`src/rtl/ecc_point_decrypt_pkg.sv`:
```
// Shared parameters, FSM encoding and op-select encoding for the EC-ElGamal decryptor.
// LAT is the fixed start-edge-to-done latency in clock cycles.
package ecc_point_decrypt_pkg;
  localparam int M   = 4;
  localparam int K   = 4;
  localparam int LAT = 2 + (2 * K + 1) * (M + 3);
  localparam int KW  = (K > 1) ? $clog2(K) : 1;
  localparam int IW  = (M > 2) ? $clog2(M - 1) : 1;

  typedef enum logic [3:0] {
    IDLE, LOAD, DBL, ADD, SUB, SETUP, INV, LAMBDA, X3, Y3, DONE
  } state_t;

  typedef enum logic {OP_DBL, OP_ADD} op_t;
endpackage

```
`src/rtl/gf2m_mul.sv`:
```
// Combinational GF(2^M) multiplier, MSB-first shift-and-add with reduction by poly.
module gf2m_mul
  import ecc_point_decrypt_pkg::*;
(
  input  logic [M-1:0] a,
  input  logic [M-1:0] b,
  input  logic [M-1:0] poly,
  output logic [M-1:0] p
);
  logic [M-1:0] acc;

  always_comb begin
    acc = '0;
    for (int i = M - 1; i >= 0; i--) begin
      acc = {acc[M-2:0], 1'b0} ^ (acc[M-1] ? poly : '0);
      if (b[i]) acc = acc ^ a;
    end
    p = acc;
  end
endmodule

```
`src/rtl/ecc_point_decrypt.sv`:
```
// Sequential EC-ElGamal decryptor: M = C2 - d*C1 over GF(2^M), constant-time double-and-add.
// Handshake: start is sampled only in IDLE; done pulses one cycle with results valid, busy drops that same cycle.
module ecc_point_decrypt
  import ecc_point_decrypt_pkg::*;
(
  input  logic         clock,
  input  logic         reset_n,
  input  logic         start,
  input  logic [K-1:0] d,
  input  logic [M-1:0] c1x,
  input  logic [M-1:0] c1y,
  input  logic         c1_inf,
  input  logic [M-1:0] c2x,
  input  logic [M-1:0] c2y,
  input  logic         c2_inf,
  input  logic [M-1:0] a,
  input  logic [M:0]   f,
  output logic [M-1:0] mx,
  output logic [M-1:0] my,
  output logic         m_inf,
  output logic         busy,
  output logic         done,
  output state_t       dbg_state,
  output state_t       dbg_phase
);
  localparam logic [IW-1:0] INV_LAST = IW'(M - 2);
  localparam logic [M-1:0]  GF_ONE   = M'(1);

  state_t state, next_state, phase;
  op_t mode;
  logic [KW-1:0] bit_idx;
  logic [IW-1:0] inv_cnt;
  logic [K-1:0] d_r;
  logic [M-1:0] c1x_r, c1y_r, c2x_r, c2y_r, a_r, poly_r;
  logic c1inf_r, c2inf_r;
  logic [M-1:0] qx, qy;
  logic qinf;
  logic [M-1:0] num, den, r, lam, x3r;
  logic [M-1:0] x1, y1, x2, y2;
  logic inf1, inf2;
  logic setup_dbl;
  logic [M-1:0] setup_num, setup_den;
  logic [M-1:0] ma0, mb0, ma1, mb1, p0, p1, y3;
  logic [M-1:0] rx, ry;
  logic rinf;
  logic f_unused;

  assign f_unused  = f[M];
  assign dbg_state = state;
  assign dbg_phase = phase;

  gf2m_mul u_mul0 (.a(ma0), .b(mb0), .poly(poly_r), .p(p0));
  gf2m_mul u_mul1 (.a(ma1), .b(mb1), .poly(poly_r), .p(p1));

  // Operands: P1 + P2 for DBL/ADD use Q (and C1); the final step is C2 + (-Q).
  always_comb begin
    x1 = qx;    y1 = qy;    inf1 = qinf;
    x2 = c1x_r; y2 = c1y_r; inf2 = c1inf_r;
    if (phase == SUB) begin
      x1 = c2x_r; y1 = c2y_r;   inf1 = c2inf_r;
      x2 = qx;    y2 = qx ^ qy; inf2 = qinf;
    end
  end

  // Equal operands in an add are steered onto the doubling formula at SETUP.
  always_comb begin
    setup_dbl = (phase == DBL) || ((x1 == x2) && (y1 == y2));
    setup_num = setup_dbl ? y1 : (y1 ^ y2);
    setup_den = setup_dbl ? x1 : (x1 ^ x2);
  end

  always_comb begin
    ma0 = r;
    mb0 = r;
    ma1 = p0;
    mb1 = den;
    case (state)
      LAMBDA: begin ma0 = num; mb0 = r; end
      X3:     begin ma0 = lam; mb0 = lam; end
      Y3: begin
        if (mode == OP_DBL) begin
          ma0 = lam ^ GF_ONE; mb0 = x3r;
        end else begin
          ma0 = lam; mb0 = x1 ^ x3r;
        end
        ma1 = x1;
        mb1 = x1;
      end
      default: ;
    endcase
    y3 = (mode == OP_DBL) ? (p1 ^ p0) : (p0 ^ x3r ^ y1);
  end

  // Special cases override the arithmetic result at Y3 writeback.
  always_comb begin
    rx = x3r;
    ry = y3;
    rinf = 1'b0;
    if (phase == DBL) begin
      rinf = inf1 || (x1 == '0);
    end else if (inf1) begin
      rx = x2; ry = y2; rinf = inf2;
    end else if (inf2) begin
      rx = x1; ry = y1;
    end else if (x1 == x2) begin
      rinf = (y1 != y2) || (x1 == '0);
    end
    if (rinf) begin
      rx = '0;
      ry = '0;
    end
  end

  always_comb begin
    next_state = state;
    case (state)
      IDLE:    if (start) next_state = LOAD;
      LOAD:    next_state = SETUP;
      SETUP:   next_state = INV;
      INV:     if (inv_cnt == INV_LAST) next_state = LAMBDA;
      LAMBDA:  next_state = X3;
      X3:      next_state = Y3;
      Y3:      next_state = (phase == SUB) ? DONE : SETUP;
      DONE:    next_state = IDLE;
      default: next_state = IDLE;
    endcase
  end

  always_ff @(posedge clock) begin
    if (!reset_n) state <= IDLE;
    else          state <= next_state;
  end

  always_ff @(posedge clock) begin
    if (!reset_n) begin
      phase <= DBL;   mode <= OP_ADD;
      bit_idx <= '0;  inv_cnt <= '0;  d_r <= '0;
      c1x_r <= '0;    c1y_r <= '0;    c1inf_r <= 1'b0;
      c2x_r <= '0;    c2y_r <= '0;    c2inf_r <= 1'b0;
      a_r <= '0;      poly_r <= '0;
      qx <= '0;       qy <= '0;       qinf <= 1'b1;
      num <= '0;      den <= '0;      r <= '0;
      lam <= '0;      x3r <= '0;
      mx <= '0;       my <= '0;       m_inf <= 1'b0;
      busy <= 1'b0;   done <= 1'b0;
    end else begin
      done <= 1'b0;
      case (state)
        IDLE: if (start) begin
          d_r <= d;
          c1x_r <= c1x; c1y_r <= c1y; c1inf_r <= c1_inf;
          c2x_r <= c2x; c2y_r <= c2y; c2inf_r <= c2_inf;
          a_r <= a;     poly_r <= f[M-1:0];
          qx <= '0;     qy <= '0;     qinf <= 1'b1;
          phase <= DBL;
          bit_idx <= KW'(K - 1);
          busy <= 1'b1;
        end
        SETUP: begin
          mode <= setup_dbl ? OP_DBL : OP_ADD;
          num <= setup_num;
          den <= setup_den;
          r <= setup_den;
          inv_cnt <= '0;
        end
        // Itoh-Tsujii: r <- r^2*u for all but the last step, which is a plain square.
        INV: begin
          r <= (inv_cnt == INV_LAST) ? p0 : p1;
          inv_cnt <= inv_cnt + 1'b1;
        end
        LAMBDA: lam <= (mode == OP_DBL) ? (p0 ^ x1) : p0;
        X3: x3r <= p0 ^ lam ^ a_r ^ ((mode == OP_ADD) ? (x1 ^ x2) : '0);
        Y3: begin
          case (phase)
            DBL: begin
              qx <= rx; qy <= ry; qinf <= rinf;
              phase <= ADD;
            end
            ADD: begin
              if (d_r[bit_idx]) begin
                qx <= rx; qy <= ry; qinf <= rinf;
              end
              if (bit_idx == '0) begin
                phase <= SUB;
              end else begin
                phase <= DBL;
                bit_idx <= bit_idx - 1'b1;
              end
            end
            default: begin
              qx <= rx; qy <= ry; qinf <= rinf;
            end
          endcase
        end
        DONE: begin
          mx <= qx;
          my <= qy;
          m_inf <= qinf;
          done <= 1'b1;
          busy <= 1'b0;
        end
        default: ;
      endcase
    end
  end
endmodule

```
`config.mk`:
```
export PLATFORM = sky130hd
export DESIGN_NAME = ecc_point_decrypt
export DESIGN_NICKNAME = d
export VERILOG_FILES = /design/src/rtl/ecc_point_decrypt_pkg.sv /design/src/rtl/gf2m_mul.sv /design/src/rtl/ecc_point_decrypt.sv
export SDC_FILE = /design/constraint.sdc
export NUM_CORES = 1
export LEC_CHECK = 0
export CAP_MARGIN = 20
export CORE_MARGIN = 2
export CORE_UTILIZATION = 37
export DETAILED_ROUTE_END_ITERATION = 10
export PLACE_DENSITY = 0.61
export SKIP_LAST_GASP = 1
export SLEW_MARGIN = 10
export SYNTH_ARGS = -nofsm -noshare
export SYNTH_HDL_FRONTEND = slang
export SYNTH_HIERARCHICAL = 1
export SYNTH_SLANG_ARGS = --single-unit
```
`constraint.sdc`:
```
create_clock -name clock -period 7 [get_ports clock]
set_input_delay 1.05 -clock clock [delete_from_list [all_inputs] [get_ports clock]]
set_output_delay 1.05 -clock clock [all_outputs]
set_load 0.05 [all_outputs]
```
==> key figures <==
Outcome
  • Run status: finished, final reports clean

Synthesis
  • Top_reg_cell synth: dfxtp_1
  • Seq cells post-synth: 82
  • Yosys top cell by area: dfxtp_1
  • Async SR Flop Fraction: 0%
  • Number of flops mapped to enable cells by yosys: 0
  • Yosys cell types: 69
  • Syn nets: about 800
  • Yosys top cell area share: 29.29%
  • Syn Std Cell Area: 5605 um2
  • Ranking of synthesized cells by area: dfxtp_1 (29%), nand2_1 (12%), xnor2_1 (6.9%)
  • Yosys synthesis warning count: 6
  • Gate Count Post-Synth: approximately 770
  • Syn_area_per_cell: around 7.3 um2
  • Seq/Total Area, Yosys: 29.29%

Floorplanning
  • Area of the core: around 15,000 um2
  • Initial core utilization: 38.28%
  • Number of core rows: 44
  • Ports: 53
  • DIE HEIGHT: 127.1 um
  • Die extent in x: roughly 130 um
  • Die area: 16,150 um2

Place
  • Port Buf Inserts: 50
  • GP Congestion: approximately 0.93
  • Placed Cells: approximately 960
  • Post-DP HPWL: 11,170 um

Route
  • Detail Route Antenna Nets: 0
  • DR vias: 5,316
  • DRC: 0
  • First DRT Iteration DRCs: approximately 460
  • Pre-antenna DRT Iters: 6
  • Routed WL per cell: 16.05 um
  • Final WL: 15,640 um
  • Vias per cell: about 5.5

GRT
  • Vias in the first global route: 4,741
  • Antenna violations before repair: 0
  • First-pass GRT wire length: between 20,000 and 30,000 um
  • Largest net degree at the start of global routing: 69
  • Total congestion overflow: 0
  • Tot GR Track Use: between 10% and 20%

CTS
  • Number of clock sinks: 82
  • CTS max path bufs: 2
  • # resized after CTS: 0
  • Number of hold buffers added after cts: 0
  • Root buffer selected by CTS: clkbuf_16
  • Post-CTS Setup Inserts: 0
  • TritonCTS clock tree: built
  • Clock slew at reported path FFs: 0.06 ns
  • Num CTS Buffers: 9
  • H-tree depth: 3
  • Clk_lat worst skew: between 0.3 and 0.4 ns

Cells and area
  • Most frequent cells in the layout: nand2_1 (177), dfxtp_1 (82), a21oi_1 (75)
  • Commonest non-fill, non-tap cell in the layout: nand2_1
  • Final Net Count: 821
  • Post-Layout Cell Count: 974
  • Share of cells above drive strength 1: 7.215%
  • Inserted Diodes: 0
  • Fillers: 1,565
  • Area growth, synth to finish: 15.76%

STA
  • Setup-failing EPs final: 0
  • Worst slew pin tran: 1.087 ns
  • Fin Clk Skew: 0.006572 ns
  • Final period util: between 80% and 90%
  • Period minus WS final: approximately 6 ns
  • Pins Over Slew Limit: 0
  • RSZ-0062 raised after global routing: false
  • Hold Vio Cnt, Final: 0
  • Slew HR: between 20% and 30%
  • Maximum operating frequency: around 0.17 GHz
  • Setup TNS: 0 ns

Power
  • Worst vdd ir: 0.0001220 V
  • Clock power share: 37.6%
  • Sequential fraction of design power: 43.3%
  • Switch share: 30.51%
  • Lkg Pwr: 0.002245 uW
  • Internal: between 800 and 900 uW
  • P_sw: 369.0 uW
  • Combinational power share: a little under a fifth
  • Power Density: 186.4 nW/um2

Worst setup path
  • Arr. time, crit path: between 6 and 7 ns
  • Crit. End Element: flip-flop
  • Critical path class: reg2reg
  • Worst endpoint required time: 7.28 ns
  • Crit path max fanout: 12
  • Startpoint types: flip-flop

Flow run
  • Max cap viols: 0

Min path
  • Min-delay worst type: reg2reg
==> critical path, stage by stage, from the launching register on <==
cell and delay, ns:
dfxtp_1 0.52, nor3b_1 0.23, buf_4 0.24, mux2i_1 0.54, nor2_1 0.11, xnor2_1 0.14
nand2_1 0.07, o21ai_0 0.06, o21ai_0 0.37, nand2_1 0.13, xor2_1 0.18, xnor2_1 0.21
xnor2_1 0.18, xnor2_1 0.17, xnor2_1 0.17, nor2_1 0.08, a21oi_1 0.52, and3b_2 0.27
o21ai_1 0.07, xnor2_1 0.26, xnor2_2 0.18, nand2_1 0.10, xnor2_1 0.47, mux2i_1 0.13
o21ai_0 0.19, a222oi_1 0.09, a21oi_1 0.14
==> cells by family after synthesis <==
logic type,after synthesis,synth area share [%]
AOI/OAI and AO/OA,198,22.12
xor gates and xnor gates,74,12.95
adders and majority gates,2,0.4464
buffers and inverters,72,5.268
DFF,82,29.29
muxes,20,4.107
other,1,0.06690
and+or+nand+nor,318,25.76
==> cells in the mapped netlist, drive strengths merged, types with 6 or more instances <==
cell	n
dfxtp	82
clkbuf	50
a21oi	75
nand2	179
o22ai	8
nand3	13
and3	6
or2	6
o21ai	47
xnor2	47
xor2	23
or3	6
nand2b	9
nand3b	10
nor2	56
mux2i	15
a22oi	8
buf	8
o211ai	6
nor2b	7
inv	14
nor3	6
==> per-stage QoR <==
step	area [um2]	power, uW	util (%)	hold slack [ns]	setup WS (ns)
after floorplan	5605	693.4	-	0.4331	1.315
after global placement	6206	763.6	42.38	0.4426	1.107
after detailed placement	6206	766.1	42.38	0.4480	1.165
after CTS	6489	1223	44.31	0.4561	1.129
after global routing	6489	1270	44.31	0.4706	0.5084
final	6489	1210	44.31	0.4547	1.099
==> power by group through the flow <==
| stage | Sequential [uW] | Clock [uW] | Combinational (uW) |
|---|---|---|---|
| after global placement | 533 | 0 | 230 |
| after detailed placement | 534 | 0 | 232 |
| after global routing | 528 | 487 | 256 |
| after floorplan | 537 | 0 | 156 |
| after CTS | 524 | 466 | 233 |
| final | 524 | 454 | 232 |
==> layer usage <==
| metal | share of wire [%] | track usage [%] |
|---|---|---|
| met5 | 0 | 0 |
| met4 | 2.0 | 7.563 |
| met3 | 5.9 | 3.224 |
| met2 | 42 | 29.13 |
| met1 | 50 | 28.29 |
==> cell type report <==
class                   count  area [um2]  share of cell area [%]
clock buffers              12       256.5                   3.953
clock inverters             4       26.28                  0.4049
well taps                 184       230.2                   3.548
inverters                  14       52.55                  0.8099
flip-flops and latches     82        1642                   25.30
multi-input cells         613        3669                   56.54
repair buffers             65       613.1                   9.449
==> final timing paths <==
kind / start / to / slack (ns) / cells after the start
hold / removal: mx[2]$_SDFFE_PN0P_ / mx[2]$_SDFFE_PN0P_ / 0.45 / 2
setup reg to reg: dbg_phase[2]$_SDFFE_PN0P_ / r[3]$_SDFFE_PN0P_ / 1.10 / 26
hold reg to reg: mx[2]$_SDFFE_PN0P_ / mx[2]$_SDFFE_PN0P_ / 0.45 / 2
setup / recovery: dbg_phase[2]$_SDFFE_PN0P_ / r[3]$_SDFFE_PN0P_ / 1.10 / 26
(Power assumes the default switching activity.)
